--- config.mk ---
export PLATFORM = sky130hd
export DESIGN_NAME = or_1bit_stim_gen
export DESIGN_NICKNAME = d
export VERILOG_FILES = /design/src/rtl/or_1bit_stim_gen_pkg.sv /design/src/rtl/or_1bit_stim_gen_lfsr16.sv /design/src/rtl/or_1bit_stim_gen.sv
export SDC_FILE = /design/constraint.sdc
export NUM_CORES = 1
export LEC_CHECK = 0
export CAP_MARGIN = 20
export CORE_MARGIN = 2
export CORE_UTILIZATION = 55
export CTS_CLUSTER_DIAMETER = 150
export DETAILED_ROUTE_END_ITERATION = 10
export DONT_BUFFER_PORTS = 1
export PLACE_DENSITY = 0.7
export SKIP_CTS_REPAIR_TIMING = 1
export SYNTH_ARGS = -nofsm -noshare
export SYNTH_HDL_FRONTEND = slang
export SYNTH_HIERARCHICAL = 1
export SYNTH_SLANG_ARGS = --single-unit
--- constraint.sdc ---
create_clock -name clk -period 2.6 [get_ports clk]
set_clock_uncertainty 0.15 [all_clocks]
set_input_delay 0.65 -clock clk [delete_from_list [all_inputs] [get_ports clk]]
set_output_delay 0.65 -clock clk [all_outputs]
set_load 0.05 [all_outputs]
--- src/rtl/or_1bit_stim_gen_pkg.sv ---
// Shared types, constants and LFSR helpers for the OR-gate equivalence stimulus sequencer.
package or_stim_pkg;

    typedef enum logic [2:0] {
        ST_IDLE    = 3'd0,
        ST_APPLY   = 3'd1,
        ST_SETTLE  = 3'd2,
        ST_COMPARE = 3'd3,
        ST_DONE    = 3'd4
    } stim_state_t;

    localparam logic [15:0] LFSR_TAPS    = 16'hB400;
    localparam logic [15:0] DEFAULT_SEED = 16'hACE1;
    localparam int          NUM_DIRECTED = 4;

    // Galois right-shift step: feedback from bit 0 folds into the tap positions.
    function automatic logic [15:0] lfsr_step(input logic [15:0] v);
        return (v >> 1) ^ (v[0] ? LFSR_TAPS : 16'h0000);
    endfunction

    // An all-zero state would lock the LFSR forever.
    function automatic logic [15:0] seed_guard(input logic [15:0] s);
        return (s == 16'h0000) ? 16'h0001 : s;
    endfunction

endpackage

--- src/rtl/or_1bit_stim_gen_lfsr16.sv ---
// 16-bit Galois LFSR with synchronous reload; reset and load both go to the guarded seed.
module lfsr16
    import or_stim_pkg::*;
(
    input  logic        clk,
    input  logic        rst_n,
    input  logic        load,
    input  logic [15:0] seed,
    input  logic        adv,
    output logic [15:0] q
);

    logic [15:0] r_q;
    logic [15:0] w_seed;

    assign w_seed = seed_guard(seed);

    always_ff @(posedge clk) begin
        if (!rst_n) begin
            r_q <= w_seed;
        end else if (load) begin
            r_q <= w_seed;
        end else if (adv) begin
            r_q <= lfsr_step(r_q);
        end
    end

    assign q = r_q;

endmodule

--- src/rtl/or_1bit_stim_gen.sv ---
// Stimulus sequencer for the or_1bit equivalence pair: 4 directed vectors, then LFSR vectors,
// each followed by a settle window and a one-cycle compare strobe.
module or_1bit_stim_gen
    import or_stim_pkg::*;
#(
    parameter int          NUM_RANDOM    = 500,
    parameter int          SETTLE_CYCLES = 1,
    parameter logic [15:0] LFSR_SEED     = DEFAULT_SEED,
    localparam int         IDX_W         = $clog2(NUM_RANDOM + 5)
) (
    input  logic             clk,
    input  logic             rst_n,
    input  logic             start,
    input  logic             stall,
    output logic             a,
    output logic             b,
    output logic             vec_valid,
    output logic             cmp_strobe,
    output logic [IDX_W-1:0] vec_idx,
    output logic             busy,
    output logic             done
);

    localparam int               CNT_W       = (SETTLE_CYCLES > 1) ? $clog2(SETTLE_CYCLES) : 1;
    localparam logic [IDX_W-1:0] LAST_IDX    = IDX_W'(NUM_DIRECTED - 1 + NUM_RANDOM);
    localparam logic [IDX_W-1:0] FIRST_RAND  = IDX_W'(NUM_DIRECTED);
    localparam logic [CNT_W-1:0] SETTLE_LAST = CNT_W'(SETTLE_CYCLES - 1);

    stim_state_t      r_state, w_state_next;
    logic [IDX_W-1:0] r_idx, w_idx_next;
    logic [CNT_W-1:0] r_cnt, w_cnt_next;
    logic             r_a, w_a_next;
    logic             r_b, w_b_next;
    logic             r_vec_valid, w_vec_valid_next;
    logic             r_cmp_strobe, w_cmp_strobe_next;
    logic             r_busy, w_busy_next;
    logic             r_done, w_done_next;

    logic             w_lfsr_load;
    logic             w_lfsr_adv;
    logic [15:0]      w_lfsr_q;
    logic [15:0]      w_look;
    logic [13:0]      w_look_unused;
    logic [1:0]       w_look_ab;
    logic [IDX_W-1:0] w_idx_inc;
    logic             w_rand_cur;

    lfsr16 u_lfsr (
        .clk   (clk),
        .rst_n (rst_n),
        .load  (w_lfsr_load),
        .seed  (LFSR_SEED),
        .adv   (w_lfsr_adv),
        .q     (w_lfsr_q)
    );

    assign w_idx_inc  = r_idx + IDX_W'(1);
    assign w_rand_cur = (r_idx >= FIRST_RAND);

    // a/b are registered, so the next random vector is taken from the LFSR value it will
    // hold after this edge: stepped if the vector now finishing was itself random.
    assign w_look = w_rand_cur ? lfsr_step(w_lfsr_q) : w_lfsr_q;
    assign {w_look_unused, w_look_ab} = w_look;

    always_comb begin
        w_state_next      = r_state;
        w_idx_next        = r_idx;
        w_cnt_next        = r_cnt;
        w_a_next          = r_a;
        w_b_next          = r_b;
        w_vec_valid_next  = r_vec_valid;
        w_cmp_strobe_next = r_cmp_strobe;
        w_busy_next       = r_busy;
        w_done_next       = r_done;
        w_lfsr_load       = 1'b0;
        w_lfsr_adv        = 1'b0;

        if (!stall) begin
            case (r_state)
                ST_IDLE, ST_DONE: begin
                    if (start) begin
                        w_state_next     = ST_APPLY;
                        w_idx_next       = '0;
                        w_cnt_next       = '0;
                        w_a_next         = 1'b0;
                        w_b_next         = 1'b0;
                        w_vec_valid_next = 1'b1;
                        w_busy_next      = 1'b1;
                        w_done_next      = 1'b0;
                        w_lfsr_load      = 1'b1;
                    end
                end
                ST_APPLY: begin
                    w_state_next = ST_SETTLE;
                    w_cnt_next   = '0;
                end
                ST_SETTLE: begin
                    if (r_cnt == SETTLE_LAST) begin
                        w_state_next      = ST_COMPARE;
                        w_cmp_strobe_next = 1'b1;
                    end else begin
                        w_cnt_next = r_cnt + CNT_W'(1);
                    end
                end
                ST_COMPARE: begin
                    w_cmp_strobe_next = 1'b0;
                    w_lfsr_adv        = w_rand_cur;
                    if (r_idx == LAST_IDX) begin
                        w_state_next     = ST_DONE;
                        w_vec_valid_next = 1'b0;
                        w_busy_next      = 1'b0;
                        w_done_next      = 1'b1;
                    end else begin
                        w_state_next = ST_APPLY;
                        w_idx_next   = w_idx_inc;
                        if (w_idx_inc < FIRST_RAND) begin
                            w_a_next = w_idx_inc[0];
                            w_b_next = w_idx_inc[1];
                        end else begin
                            w_a_next = w_look_ab[0];
                            w_b_next = w_look_ab[1];
                        end
                    end
                end
                default: begin
                    w_state_next = ST_IDLE;
                end
            endcase
        end
    end

    always_ff @(posedge clk) begin
        if (!rst_n) begin
            r_state      <= ST_IDLE;
            r_idx        <= '0;
            r_cnt        <= '0;
            r_a          <= 1'b0;
            r_b          <= 1'b0;
            r_vec_valid  <= 1'b0;
            r_cmp_strobe <= 1'b0;
            r_busy       <= 1'b0;
            r_done       <= 1'b0;
        end else begin
            r_state      <= w_state_next;
            r_idx        <= w_idx_next;
            r_cnt        <= w_cnt_next;
            r_a          <= w_a_next;
            r_b          <= w_b_next;
            r_vec_valid  <= w_vec_valid_next;
            r_cmp_strobe <= w_cmp_strobe_next;
            r_busy       <= w_busy_next;
            r_done       <= w_done_next;
        end
    end

    assign a          = r_a;
    assign b          = r_b;
    assign vec_valid  = r_vec_valid;
    assign cmp_strobe = r_cmp_strobe;
    assign vec_idx    = r_idx;
    assign busy       = r_busy;
    assign done       = r_done;

endmodule

Yosys cells after proc, flatten, opt, wreduce, memory -nomap -nowiden
Cells that the tools add are included.
- bits in registers: 34
- bits of input ports: 4
- output and inout port bits: 15
- word-level logic and storage cells: 66
- add/sub/neg operators: 2
- order comparisons: 2
- equal/unequal tests: 9
- multiplexer cells: 30
- bitwise operators: 3
- reduce and logical (&&, ||, !) cells: 11
- operators by type and width (operator ; count):
    9-bit 2-to-1 mux ; 2
    9-bit case mux with 2 select lines ; 1
    16-bit 2-to-1 mux ; 1
    15-bit by 16-bit XOR with 16-bit output ; 1
    1-bit 2-to-1 mux ; 15
    3-bit case mux with 4 select lines ; 1
    1-bit case mux with 2 select lines ; 5
    9-bit by 1-bit adder with 9-bit output, second input constant ; 1
    9-bit == test, second input constant ; 1
    9-bit by 3-bit >= comparator with 1-bit output, second input constant ; 1
    9-bit by 3-bit less-than comparator with 1-bit output, second input constant ; 1
    3-bit 2-to-1 mux ; 3
    3-bit AND reduction ; 3
    2-bit inequality test, second input constant ; 4
    4-bit AND reduction ; 2
    3-bit by 2-bit == test with 1-bit output, second input constant ; 2
    2-bit nonzero test ; 2
    2-bit OR reduction ; 2
    3-bit by 1-bit == test with 1-bit output, second input constant ; 1
    3-bit == test, second input constant ; 1
    3-bit zero test ; 1
    1-bit case mux with 3 select lines ; 1
    3-bit nonzero test ; 1
    2-bit 2-to-1 mux ; 1
    other kinds (2) ; 3

Logic depth before layout (Yosys ltp)
- depth in word-level cells: 6
- mapped depth: 8
- gate-level depth less buffers: 7

Hierarchy
Netlist, hierarchy kept.
- by module, submodules not included (module ; instances ; cells each ; area an instance (um2) ; sequential area each (um2)):
    or_1bit_stim_gen ; 1 ; 127 ; 1034.7 ; 340.3
    lfsr16 ; 1 ; 49 ; 807.0 ; 480.5

Least setup slack after synthesis
OpenSTA, ideal clock, no wires.
- path kind: input-to-reg
- start point: input stall
- end point: register u_lfsr.r_q[0] (netlist: u_lfsr/q[0]) (enable)
- library setup time: 375 ps
- arrival time: 1905 ps
- required time: 2075 ps
- path slack: 170 ps
- stages: 5
- buffers on the path: 2
- cells stage by stage: clkbuf_1 > nor4b_1 > nor2b_4 > buf_6 > nand2b_1
- word-level cells in the longest chain between the ends: 2
- elaborated cells between the ends (all ways): 3
- classes of those cells: mux (2); reduce/logical (1)
- RTL lines (item ; line ; text):
    from (decl) ; or_1bit_stim_gen.sv:14 ; input logic stall,
    1-bit 2-to-1 mux ; or_1bit_stim_gen.sv:78 ; if (!stall) begin
    via w_lfsr_load ; or_1bit_stim_gen.sv:39 ; logic w_lfsr_load;
    2-bit OR reduction (no source line) ; - ;
    to (signal assigned) ; or_1bit_stim_gen_lfsr16.sv:20 ; r_q <= w_seed;
    to (signal assigned) ; or_1bit_stim_gen_lfsr16.sv:22 ; r_q <= w_seed;
    to (signal assigned) ; or_1bit_stim_gen_lfsr16.sv:24 ; r_q <= lfsr_step(r_q);
    to (decl) ; or_1bit_stim_gen_lfsr16.sv:13 ; logic [15:0] r_q;
The timed path passes the listed nets, and every way through them passes these cells.
A chain may end at the register's enable or synchronous reset.

Worst setup path after layout
- start point: register r_idx[0] (netlist: vec_idx[0])
- end point: register r_b (netlist: b)
- word-level cells in the longest chain between the ends: 5
- elaborated cells between the ends (all ways): 10
- classes of those cells: add/sub (1); order compare (2); eq/ne (2); mux (4); reduce/logical (1)
- RTL lines (item ; line ; text):
    from (decl) ; or_1bit_stim_gen.sv:30 ; logic [IDX_W-1:0] r_idx, w_idx_next;
    from (signal assigned) ; or_1bit_stim_gen.sv:145 ; r_idx <= w_idx_next;
    9-bit by 1-bit adder with 9-bit output / 9-bit by 3-bit >= comparator with 1-bit output (equally long branches) ; or_1bit_stim_gen.sv:57, or_1bit_stim_gen.sv:58 ;
    9-bit by 3-bit less-than comparator with 1-bit output / 2-bit 2-to-1 mux (equally long branches) ; or_1bit_stim_gen.sv:116, or_1bit_stim_gen.sv:62 ;
    1-bit 2-to-1 mux ; or_1bit_stim_gen.sv:116 ; if (w_idx_inc < FIRST_RAND) begin
    1-bit 2-to-1 mux ; or_1bit_stim_gen.sv:108 ; if (r_idx == LAST_IDX) begin
    1-bit case mux with 2 select lines ; or_1bit_stim_gen.sv:79 ; case (r_state)
    to (signal assigned) ; or_1bit_stim_gen.sv:148 ; r_b <= w_b_next;
    to (decl) ; or_1bit_stim_gen.sv:33 ; logic r_b, w_b_next;
Parallel ways exist; a longest one is shown, timed or not. The select of a mux whose other input is x is not followed.

==> summary.md <==
| Metric | Value |
|---|---|
| Root buffer cell | `clkbuf_4` |
| Final nets | `224` |
| Placed inst area | `2050 sq um` |
| Worst Max-Slew Pin Slew | `around 0.84 ns` |
| Critical path arrival | `between 2 and 2.5 ns` |
| Vias per cell | `5.26` |
| Seq cells post-synth | `33` |
| First-pass GRT wire length | `around 5.6 mm` |
| Clk buf depth | `2` |
| Worst-path fanout max | `8` |
| Clk slew on worst S/H paths | `approximately 0.11 ns` |
| Die Ht | `just over 60 um` |
| CP required | `about 2.7 ns` |
| Max Slew Vio Count | `0` |
| Tmin final | `~2.4 ns` |
| Num rows | `21` |
| Grt ovf | `0` |
| Router iterations before antenna repair | `4` |
| Setup TNS Final | `0 ns` |
| Vias | `1,395` |
| Gpl congestion | `roughly 0.80` |
| Achievable frequency | `between 400 and 500 MHz` |
| Comb pwr share | `0.123` |
| Cell mode on critical path | `o21ai_0` |
| Final hold vios | `0` |
| Antenna-violating nets left | `0` |
| Starting Density | `0.561` |
| M1 GR Usage | `0.274` |
| Critical Path Sink Type | `flop` |
| Maximum number of pins on one net before global-route repair | `22` |
| Final worst-path cycle share | `0.911` |
| Max-Cap Viols | `0` |
| Worst skew pair latency | `0.34 ns` |
| Hold Path Class | `input pin to flop` |
| Die W | `61.9 um` |
| Final setup viols | `0` |
| 1st-iter DRT viols | `66` |
| Post-synth EDFFs | `16` |
| # DRC | `0` |
| Core footprint | `3280 sq um` |
| Buffers & Inverters on Critical Path | `0` |
| Cts bufs inserted | `5` |
| Sw frac | `0.260` |
| Rel. slew slack | `0.436` |
| N_diodes | `0` |
| Cells along the critical path | `ha_1, nand3_1, o21ai_0, nor4bb_1, and4b_1, mux2i_1, o21ai_0` |
| WL/cell | `13.4 um` |
| Int Power | `between 0.0007 and 0.0008 W` |
| Layout cells sized above 1 | `0.187` |
| Leak | `about 0.85 nW` |
| Synthesized cell area | `1840 sq um` |
| CTS tree | `done` |
| P_sw | `0.000264 W` |
| Crit path largest cell delay | `0.48 ns` |
| Initial antenna violation count | `0` |
| WS Path Type | `flop to flop` |
| Top delay family on crit path | `simple AND/OR/NAND/NOR gates` |
| Post-DP HPWL | `~2.6 mm` |
| GR Util met2 | `0.311` |
| Full die area | `3830 sq um` |
| CTS sink count | `33` |
| Mean area per synthesized cell | `between 10 and 15 sq um` |
| Peak supply drop | `between 0.2 and 0.3 mV` |
| PortBufs | `0` |
| RSZ-0062 raised after global routing | `no` |
| Detailed Route WL | `between 3 and 4 mm` |
| GR Util met3 | `0.0642` |
| Area Growth Syn to Fin | `13.9%` |
| Sequential fraction of the synthesis area | `0.446` |
| Post-route cell area | `~2100 sq um` |
| Warnings, synthesis | `6` |
| GR peak layer | `met2` |
| Distinct cells, synth | `50` |
| CP Launch Type | `flop` |
| I/O pins | `19` |
| Gate Count Post-Synth | `~180` |
| All-layer global routing usage | `0.207` |
| Vias in the first global route | `around 1,200` |
| H-tree levels | `2` |
| Asr flop ratio synth | `0` |
| Slowest CP cell | `dfxtp_1` |
| Status | `finished clean` |
| Clock share of power | `0.279` |
| Power per Cell Area | `~480 nW/um^2` |
| Most used flip-flop cell after synthesis | `dfxtp_1` |
| Seq pwr share | `0.598` |
## final timing paths
kind / start / to / slack (ns) / cells after the start
max: vec_idx[0] / b / 0.23 / 7
min: rst_n / busy / 0.26 / 2
max reg2reg: vec_idx[0] / b / 0.23 / 7
min reg2reg: r_state[2] / r_state[2] / 0.40 / 2
## cell usage in the layout, fill, tap and decap left out, drive strengths merged, types with 4 or more instances in the layout
| cell type | instances |
|---|---|
| mux2 | 14 |
| o21ai | 14 |
| buf | 12 |
| nor4 | 5 |
| conb | 32 |
| nand2 | 10 |
| edfxtp | 16 |
| a21oi | 10 |
| nand3 | 4 |
| nor2b | 7 |
| dfxtp | 17 |
| clkbuf | 6 |
| a21boi | 6 |
| nor3 | 7 |
| nor2 | 11 |
| xnor2 | 4 |
## final cells by class
class                   count  area [sq um]
clock buffers               6          41.3
clock inverters             2          10.0
fillers                   300          1190
inverters                   3          11.3
multi-input cells         163          1070
flip-flops and latches     33           821
well taps                  46          57.6
repair buffers             12          90.1
## routing by layer
layer,part of all wire,vias to the layer above
li1,-,696
met1,0.47,668
met2,0.47,26
met3,0.038,5
met4,0.018,0
met5,0,-
## power by group through the flow
stage | Combinational [W] | Sequential, W | Clock [W]
after CTS | 0.000124 | 0.000607 | 0.000294
after global routing | 0.000138 | 0.000612 | 0.000317
after floorplan | 0.000112 | 0.000619 | 0
after global placement | 0.000120 | 0.000617 | 0
final | 0.000125 | 0.000607 | 0.000284
after detailed placement | 0.000124 | 0.000619 | 0
## cells in the mapped netlist (2+ instances only)
cell	instances	area [sq um]
dfxtp_1	17	340
edfxtp_1	16	480
o21ai_0	13	65.1
mux2_4	11	165
nor2_1	11	41.3
a21oi_1	10	50.1
nand2_1	10	37.5
nor3_1	7	35.0
nor2b_1	6	37.5
a21boi_0	5	37.5
nor4_1	5	31.3
nand3_1	4	20.0
xnor2_1	4	35.0
and2_1	3	18.8
inv_1	3	11.3
mux2_2	3	33.8
nand2b_1	3	18.8
nand4_1	3	18.8
or3_1	3	18.8
a22oi_1	2	15.0
a31oi_1	2	12.5
clkbuf_1	2	7.51
conb_1	2	7.51
ha_1	2	25.0
mux2i_1	2	20.0
nor4b_1	2	17.5
o21a_1	2	15.0
## registers in the layout, indices dropped and copies added, names as in the netlist
signal and count:
vec_idx 9, r_state 3, busy 1, b 1
u_lfsr/q 16, cmp_strobe 1, done 1, a 1
## metrics by stage
| step | power [W] | util | worst slack, ns | hold slack [ns] | cells |
|---|---|---|---|---|---|
| 3_3_place_gp | 0.000737 | 0.623 | 0.393 | 0.369 | 257 |
| 5_1_grt | 0.00107 | 0.638 | 0.0534 | 0.245 | 265 |
| 4_1_cts | 0.00103 | 0.638 | 0.274 | 0.236 | 265 |
| 3_5_place_dp | 0.000743 | 0.623 | 0.296 | 0.392 | 257 |
| 2_1_floorplan | 0.000730 | - | 0.170 | 0.340 | 206 |
| 6_report | 0.00102 | 0.638 | 0.232 | 0.262 | 265 |
## logic make-up (layout without fill, tap and decap cells)
logic type               Yosys count  count (layout)  share of synthesized area
XOR/XNOR                           5               5                     0.0238
buffers and inverters             10              23                     0.0367
flip-flops                        33              33                      0.446
AO/OA/AOI/OAI                     39              39                      0.133
other                              2              32                    0.00408
adder cells (fa/ha/maj)            2               2                     0.0136
AND/OR/NAND/NOR                   69              69                      0.224
multiplexers                      16              16                      0.119
Note: power is estimated with default switching activity, not from simulation.
